<file path="config.mk">
export PLATFORM = sky130hd
export DESIGN_NAME = full_adder
export DESIGN_NICKNAME = d
export VERILOG_FILES = /design/src/rtl/full_adder.sv
export SDC_FILE = /design/constraint.sdc
export NUM_CORES = 1
export LEC_CHECK = 0
export ABC_AREA = 1
export CAP_MARGIN = 10
export CELL_PAD_IN_SITES_DETAIL_PLACEMENT = 0
export CELL_PAD_IN_SITES_GLOBAL_PLACEMENT = 1
export CORE_AREA = 3 3 40 42
export CTS_CLUSTER_SIZE = 40
export DETAILED_ROUTE_END_ITERATION = 8
export DIE_AREA = 0 0 43 45
export DONT_BUFFER_PORTS = 1
export GPL_ROUTABILITY_DRIVEN = 0
export PLACE_DENSITY_LB_ADDON = 0.1
export SYNTH_ARGS = -nofsm -noshare
export SYNTH_HDL_FRONTEND = slang
export SYNTH_SLANG_ARGS = --single-unit
</file>
<file path="constraint.sdc">
create_clock -name clk -period 2.3 [get_ports clk]
set_input_delay 0.46 -clock clk [delete_from_list [all_inputs] [get_ports clk]]
set_output_delay 0.46 -clock clk [all_outputs]
set_load 0.01 [all_outputs]
</file>
<file path="src/rtl/full_adder.sv">
// WIDTH-bit ripple-carry adder built from 1-bit full-adder cells, with a
// registered copy of the result and a signed-overflow flag.
module full_adder #(
    parameter int unsigned WIDTH = 1
) (
    input  logic             clk,
    input  logic             rst_n,
    input  logic [WIDTH-1:0] In1,
    input  logic [WIDTH-1:0] In2,
    input  logic             Cin,
    input  logic             En,
    output logic [WIDTH-1:0] Sum,
    output logic             Cout,
    output logic [WIDTH-1:0] SumQ,
    output logic             CoutQ,
    output logic             OvfQ
);

    logic [WIDTH:0]   c;
    logic [WIDTH-1:0] s;
    logic             ovf;

    assign c[0] = Cin;

    for (genvar i = 0; i < WIDTH; i++) begin : g_cell
        logic p;
        assign p      = In1[i] ^ In2[i];
        assign s[i]   = p ^ c[i];
        assign c[i+1] = (In1[i] & In2[i]) | (c[i] & p);
    end

    assign Sum  = s;
    assign Cout = c[WIDTH];
    // For WIDTH=1, c[WIDTH-1] is Cin, so this reduces to Cout ^ Cin.
    assign ovf  = c[WIDTH] ^ c[WIDTH-1];

    always_ff @(posedge clk or negedge rst_n) begin
        if (!rst_n) begin
            SumQ  <= '0;
            CoutQ <= 1'b0;
            OvfQ  <= 1'b0;
        end else if (En) begin
            SumQ  <= Sum;
            CoutQ <= Cout;
            OvfQ  <= ovf;
        end
    end

endmodule

</file>
# After elaboration in Yosys (flattened, before gate mapping)
# Cells that the tools add are included.
[classes]
bitwise_logic = 6
[ops]
columns = ["cell", "n"]
rows = [
  ["$xor A1 B1 Y1", 3],
  ["$and A1 B1 Y1", 2],
  ["$or A1 B1 Y1", 1],
]
[word_totals]
reg_bits = 3
input_bits = 6
output_inout_bits = 5

# Depth between registers and ports, before layout
# Gate-level depths: netlist (run 1).
[depth]
ltp_word = 4
ltp_mapped = 5

# Worst setup path after synthesis (run 1)
# Ideal clock, no wire load.
[synth_path]
kind = "input-to-output"
start = "input In1"
end = "output Sum"
arrival_time_ns = 1.049
path_stages = 1
path_slack_ns = 0.791
path_cell_list = "fa_1"
[synth_between]
elab_chain_cells = 2
[synth_lines]
columns = ["element", "line_no", "rtl"]
rows = [
  ["start: declaration", "8", "input logic [WIDTH-1:0] In1,"],
  ["$xor A1 B1 Y1", "27", "assign p = In1[i] ^ In2[i];"],
  ["$xor A1 B1 Y1", "28", "assign s[i] = p ^ c[i];"],
  ["end: declaration", "12", "output logic [WIDTH-1:0] Sum,"],
]
# No other way between the ends.

# Worst setup path after layout (run 1)
# Ends and elaborated chain as after synthesis.

==> impl_metrics.toml, run 1 <==
[timing]
period_share = 0.662
hold_ws_ns = 0.369
finalSetupViolCount = 0
rsz0062_at_grt = "no"
final.min_clock_period_ns = 1.52
setup_slack_ns = 0.776
fmax_mhz = 656
slew_viol_final = 0
worst_slew_pin_slew_ns = 0.183
fin_tns_setup_ns = 0
relSlewSlack = 0.878
finClkSkew_ns = 0
hold_viol = 0

[clock_tree]
cts.sinks = 3
ctsRootBufferMaster = "clkbuf_4"
htreeDepth = 1
clkLatencyLatePin_ns = 0.23
cts_buffers = 3
cts.path.max_buffers = 2
cts_tree = "built"
clk_pin_slew_worst_paths_ns = 0.04
cts_resized = 0

[synthesis]
synth_warnings = 0
postSynthCellCount = 17
yosysSeqAreaShare = 0.500
syn_area_um2 = 150
ys_types = 6
synth_seq_cells = 3
syn-num-nets = 24
synth.avg_cell_area_um2 = 8.83

[drt]
firstDrtPassIters = 1
ant_nets = 0
drc = 0
vias = 126
drt-vias-per-instance = 3.41
wirelength_um = 401
wire_per_inst_um = 10.8
drt_iter0_markers = 0

[final_layout]
fin_cells = 37
final_nets = 30
final_layout_size_suffix_gt1_frac = 0.182
final_common_cell = "nand2_1"
diodes = 0
layout_common_cells = "8 x nand2_1, 3 x dfrtp_1, 3 x inv_1, 3 x clkbuf_4"
final_core_util = 0.160
area_growth_pct = 36.7

[critical_path]
r2r_start = "SumQ$_DFFE_PN0P_"
start_kind = "input port"
path_class = "in2out"
critical-path-max-stage-delay_ns = 0.60
reg2reg_slack_ns = 1.64
reg2regPathDepth = 2
path_cells = "fa_1"
endpoint = "Sum"
worst-path-max-fanout = 2
startpoint = "In1"
crit_path_end_kind = "primary output"
cp_top_family = "adder cells"
crit_required_ns = 1.84
crit_slowest_cell = "fa_1"
r2r-end = "SumQ$_DFFE_PN0P_"
path_depth = 1
worst-path-buf-inv = 0
critPathArrivalTime_ns = 1.06

[global_route]
grt_antenna_before_repair = 0
grt_pass1_wl_um = 683
grt_start_max_net_pins = 5
grt_pass1_vias = 142
grt_overflow_total = 0
grt_usage = 0.0601

[power]
p_sw_mw = 0.0483
seqPwrFrac = 0.372
power_frac_comb = 0.116
power_frac_clock = 0.511
powerDensity_mw_per_mm2 = 886
ir_worst_vdd_mv = 0.0770
power.leakage_nw = 0.105
intPower_mw = 0.134
switching_share = 0.266

[place]
port_buffers = 0
pre_cts_ws_ns = 0.773
placed_cells = 32

[floorplanning]
ios = 11
start_util = 0.117
rows = 13
die_y_um = 45
die_area_mm2 = 0.00194
dieWidth_um = 43
design.core.area_mm2 = 0.00128

[run_status]
status = "completed"

[job]
maxCapViolations = 0

[hold_path]
hold_path.class = "in2reg"
[state kept, by name, indices dropped and copies added (netlist names)]
register and count:
CoutQ 1, OvfQ 1, SumQ 1
[cells by family (layout without fill, tap and decap cells)]
| family | count (synthesis) | after routing | synth area share |
|---|---|---|---|
| adder cells (fa/ha/maj) | 1 | 1 | 0.133 |
| buffers and inverters | 3 | 8 | 0.0750 |
| AO/OA/AOI/OAI | 1 | 1 | 0.0583 |
| flip-flops | 3 | 3 | 0.500 |
| AND/OR/NAND/NOR | 9 | 9 | 0.233 |
[power groups by stage]
stage | logic (mW) | registers, mW | clock network [mW]
global route | 0.0250 | 0.0692 | 0.108
CTS | 0.0222 | 0.0684 | 0.0987
detailed placement | 0.0200 | 0.0691 | 0
global placement | 0.0196 | 0.0686 | 0
floorplan | 0.0165 | 0.0670 | 0
finish | 0.0212 | 0.0677 | 0.0930
[layer usage]
layer,wire [um],track usage
met1,151,0.0437
met2,175,0.0749
met3,47,0.0319
met4,27,0.127
met5,0,0
[Yosys cell counts]
| cell | n | share of area |
|---|---|---|
| o21ai_2 | 1 | 0.058 |
| inv_1 | 3 | 0.075 |
| nand3_1 | 1 | 0.033 |
| dfrtp_1 | 3 | 0.50 |
| fa_1 | 1 | 0.13 |
| nand2_1 | 8 | 0.20 |
[what timing repair did]
action                     4_1_cts  5_1_grt
setup endpoints to repair        0        0
buffers inserted                 0        0
hold endpoints to repair         3        0
hold buffers                     1        0
[stage by stage]
step,total power [mW],area (um2)
floorplan,0.0834,150
global placement,0.0882,169
detailed placement,0.0890,169
CTS,0.189,205
global route,0.202,205
finish,0.182,205
[worst min-delay path by stage]
stage                   endpoint  startpoint  cells after the start
2_1_floorplan  CoutQ$_DFFE_PN0P_       rst_n                      0
3_3_place_gp    SumQ$_DFFE_PN0P_       rst_n                      0
3_5_place_dp   CoutQ$_DFFE_PN0P_       rst_n                      0
4_1_cts         SumQ$_DFFE_PN0P_          En                      2
5_1_grt         SumQ$_DFFE_PN0P_          En                      2
6_report        SumQ$_DFFE_PN0P_          En                      2
[layout make-up]
type / count / area, um2
fill: 149 / 1080
sequential: 3 / 75.1
multi-input combinational: 11 / 63.8
clock buffer: 4 / 26.3
tap: 15 / 18.8
inverter: 3 / 11.3
timing repair buffer: 1 / 10.0
(Power assumes the default switching activity.)
==> inputs of run 2 (changes only) <==
Clock period 2.3 ns to 1.5 ns, I/O delays scaled along.
==> impl_metrics.toml, run 2 (synthesis results as in run 1) <==
[timing]
relSlewSlack = 0.876
final.min_clock_period_ns = 1.21
worst_slew_pin_slew_ns = 0.185
slew_viol_final = 0
fmax_mhz = 827
finClkSkew_ns = 0
fin_tns_setup_ns = 0
hold_ws_ns = 0.196
period_share = 0.806
hold_viol = 0
setup_slack_ns = 0.291
rsz0062_at_grt = "no"
finalSetupViolCount = 0

[clock_tree]
cts.path.max_buffers = 2
cts_buffers = 3
htreeDepth = 1
post_cts_buffers = 0
cts_resized = 0
cts.sinks = 3
cts_tree = "built"
clkLatencyLatePin_ns = 0.23
clk_pin_slew_worst_paths_ns = 0.04
ctsRootBufferMaster = "clkbuf_4"

[drt]
firstDrtPassIters = 2
wirelength_um = 398
wire_per_inst_um = 10.8
drt-vias-per-instance = 3.30
drt_iter0_markers = 1
drc = 0
ant_nets = 0
vias = 122

[floorplanning]
start_util = 0.117
die_y_um = 45
dieWidth_um = 43
ios = 11
rows = 13
die_area_mm2 = 0.00194
design.core.area_mm2 = 0.00128

[critical_path]
start_kind = "input port"
crit_required_ns = 1.20
path_depth = 1
critical-path-max-stage-delay_ns = 0.61
critPathArrivalTime_ns = 0.91
reg2regPathDepth = 2
worst-path-buf-inv = 0
worst-path-max-fanout = 2
r2r_start = "CoutQ$_DFFE_PN0P_"
startpoint = "In1"
cp_top_family = "adder cells"
path_cells = "fa_1"
crit_slowest_cell = "fa_1"
r2r-end = "CoutQ$_DFFE_PN0P_"
endpoint = "Sum"
crit_path_end_kind = "primary output"
reg2reg_slack_ns = 0.84
path_class = "in2out"

[final_layout]
layout_common_cells = "8 x nand2_1, 3 x dfrtp_1, 3 x inv_1, 3 x clkbuf_4"
final_common_cell = "nand2_1"
area_growth_pct = 36.7
diodes = 0
seqCellArea_um2 = 75.1
final_area_um2 = 205
final_nets = 30
multi_input_area_um2 = 63.8
nFillCells = 156
largestRegisters = "CoutQ x1, OvfQ x1, SumQ x1"
final_layout_size_suffix_gt1_frac = 0.182

[place]
pre_cts_ws_ns = 0.255
placed_area_um2 = 169
port_buffers = 0

[power]
powerDensity_mw_per_mm2 = 1360
power.leakage_nw = 0.105
ir_worst_vdd_mv = 0.137

[global_route]
grt_util_met3 = 0.0199
grtUsageMet1 = 0.0436
grt_antenna_before_repair = 0
grt_pass1_vias = 141
top_usage_layer = "met4"
grt_pass1_wl_um = 572
grt_overflow_total = 0
grt_start_max_net_pins = 5
grt_usage = 0.0542
use_met2 = 0.0539

[hold_path]
hp-start = "En"
hold_path.class = "in2reg"

[run_status]
status = "completed"

[job]
maxCapViolations = 0
==> run 2: cell counts in the layout (fill, tap and decap cells not counted) <==
Identical to the previous run, type by type.
==> run 2: area by class of cell <==
cell class,count,share of cell area
multi-input combinational,11,0.311
clock buffer,4,0.128
sequential,3,0.366
timing repair buffer,1,0.0488
inverter,3,0.0549
tap,15,0.0915
==> run 2: per-stage QoR <==
stage,power (mW),util,cells
after global placement,0.136,0.131,32
after detailed placement,0.136,0.131,32
after CTS,0.290,0.160,37
after floorplan,0.128,-,17
final,0.279,0.160,37
after global routing,0.302,0.160,37
==> run 2: worst min path at each step <==
| stage | end | slack (ns) | cells past startpoint |
|---|---|---|---|
| 3_3_place_gp | SumQ$_DFFE_PN0P_ | 0.004 | 0 |
| 2_1_floorplan | CoutQ$_DFFE_PN0P_ | 0.004 | 0 |
| 5_1_grt | SumQ$_DFFE_PN0P_ | 0.21 | 2 |
| 4_1_cts | SumQ$_DFFE_PN0P_ | 0.19 | 2 |
| 6_report | SumQ$_DFFE_PN0P_ | 0.20 | 2 |
| 3_5_place_dp | CoutQ$_DFFE_PN0P_ | 0.005 | 0 |
==> run 2: power by group <==
| group | switching [mW] | internal (mW) |
|---|---|---|
| Clock | 0.0422 | 0.0997 |
| Sequential | 0.0122 | 0.0916 |
| Combinational | 0.0193 | 0.0135 |
==> run 2: layer usage <==
metal | routed length [um] | vias up
met5 | 0 | -
met4 | 28 | 0
met3 | 45 | 2
met2 | 180 | 10
met1 | 143 | 50
li1 | - | 60
==> run 2: timing repair <==
item | 4_1_cts | 5_1_grt
hold buffers | 1 | 0
endpoints found under the hold margin | 3 | 0
endpoints found under the setup margin | 0 | 0
==> inputs of run 3 (changes only) <==
Clock period 1.5 ns to 1.2 ns, I/O delays scaled along.
==> impl_metrics.toml, run 3 (synthesis results as in run 1) <==
[power]
powerDensity_mw_per_mm2 = 1640
p_sw_mw = 0.0901
seqPwrFrac = 0.374
power_frac_clock = 0.499
switching_share = 0.258
power.leakage_nw = 0.110
ir_worst_vdd_mv = 0.287
power_frac_comb = 0.128
intPower_mw = 0.259

[critical_path]
path_depth = 2
reg2regPathDepth = 2
crit_required_ns = 0.96
worst-path-buf-inv = 1
crit_path_end_kind = "primary output"
crit_slowest_cell = "fa_1"
worst-path-max-fanout = 3
critical-path-max-stage-delay_ns = 0.45
path_cells = "fa_1, buf_4"
cp_top_family = "adder cells"
start_kind = "input port"
path_class = "in2out"
critPathArrivalTime_ns = 0.86

[clock_tree]
cts_resized = 0
cts_tree = "built"
clkLatencyLatePin_ns = 0.23
cts.path.max_buffers = 2
ctsRootBufferMaster = "clkbuf_4"
cts_buffers = 3
htreeDepth = 1
clk_pin_slew_worst_paths_ns = 0.04
cts.sinks = 3

[final_layout]
final_common_cell = "nand2_1"
final_layout_size_suffix_gt1_frac = 0.217
seqCellArea_um2 = 75.1
multi_input_area_um2 = 63.8
area_growth_pct = 41.7
final_nets = 31
diodes = 0
nFillCells = 149
largestRegisters = "CoutQ x1, OvfQ x1, SumQ x1"
layout_common_cells = "8 x nand2_1, 3 x dfrtp_1, 3 x inv_1, 3 x clkbuf_4"

[floorplanning]
die_area_mm2 = 0.00194
start_util = 0.117
dieWidth_um = 43
ios = 11
die_y_um = 45
rows = 13
design.core.area_mm2 = 0.00128

[drt]
ant_nets = 0
wirelength_um = 394
wire_per_inst_um = 10.4
drc = 0
firstDrtPassIters = 2
drt-vias-per-instance = 3.21
vias = 122
drt_iter0_markers = 3

[global_route]
grt_usage = 0.0543
grt_pass1_vias = 126
grt_antenna_before_repair = 0
grt_overflow_total = 0
grt_pass1_wl_um = 600
grt_start_max_net_pins = 5

[timing]
worst_slew_pin_slew_ns = 0.166
final.min_clock_period_ns = 1.10
relSlewSlack = 0.890
finClkSkew_ns = 0
hold_ws_ns = 0.154
slew_viol_final = 0
period_share = 0.916
hold_viol = 0
rsz0062_at_grt = "no"
finalSetupViolCount = 0
fmax_mhz = 909
fin_tns_setup_ns = 0

[place]
hpwl_um = 320
port_buffers = 0

[job]
maxCapViolations = 0

[run_status]
status = "completed"

[hold_path]
hold_path.class = "in2reg"
min_delay_path_depth = 2
==> run 3: path summary, 6_finish.rpt <==
| path | startpoint | end | slack (ns) |
|---|---|---|---|
| max | In1 | Cout | 0.10 |
| min | En | SumQ$_DFFE_PN0P_ | 0.15 |
| max reg2reg | SumQ$_DFFE_PN0P_ | SumQ$_DFFE_PN0P_ | 0.53 |
| min reg2reg | OvfQ$_DFFE_PN0P_ | OvfQ$_DFFE_PN0P_ | 0.55 |
| max in group asynchronous | rst_n | CoutQ$_DFFE_PN0P_ | 0.78 |
| min in group asynchronous | rst_n | SumQ$_DFFE_PN0P_ | 0.27 |
==> run 3: through the flow <==
stage / instances / area [um2] / util / setup slack [ns] / total power [mW]
2_1_floorplan: 17 / 150 / - / 0.105 / 0.160
3_3_place_gp: 33 / 176 / 0.137 / 0.0951 / 0.172
3_5_place_dp: 33 / 176 / 0.137 / 0.102 / 0.174
4_1_cts: 38 / 213 / 0.166 / 0.102 / 0.363
5_1_grt: 38 / 213 / 0.166 / 0.0877 / 0.386
6_report: 38 / 213 / 0.166 / 0.100 / 0.349
==> run 3: repair_timing <==
item                       CTS  global route
hold buffers                 1             0
buffers inserted             0             0
hold endpoints to repair     3             0
setup endpoints to repair    0             0
==> run 3: cell type report <==
class	count	share of cell area
flip-flops and latches	3	0.353
multi-input cells	11	0.300
clock buffers	4	0.124
well taps	15	0.0882
repair buffers	2	0.0824
inverters	3	0.0529
==> run 3: layer usage <==
layer  share of wire  vias to the layer above  GRT usage
met5               0                        -          0
met1            0.37                       49     0.0488
met3            0.12                        2     0.0279
met4           0.069                        0      0.108
li1                -                       62          -
met2            0.44                        9     0.0599
==> run 3: power by group through the flow <==
stage,Combinational [mW],Sequential (mW),Clock [mW]
after floorplan,0.0315,0.128,0
after global placement,0.0408,0.131,0
after detailed placement,0.0413,0.133,0
after CTS,0.0457,0.132,0.185
after global routing,0.0508,0.133,0.201
final,0.0445,0.130,0.174
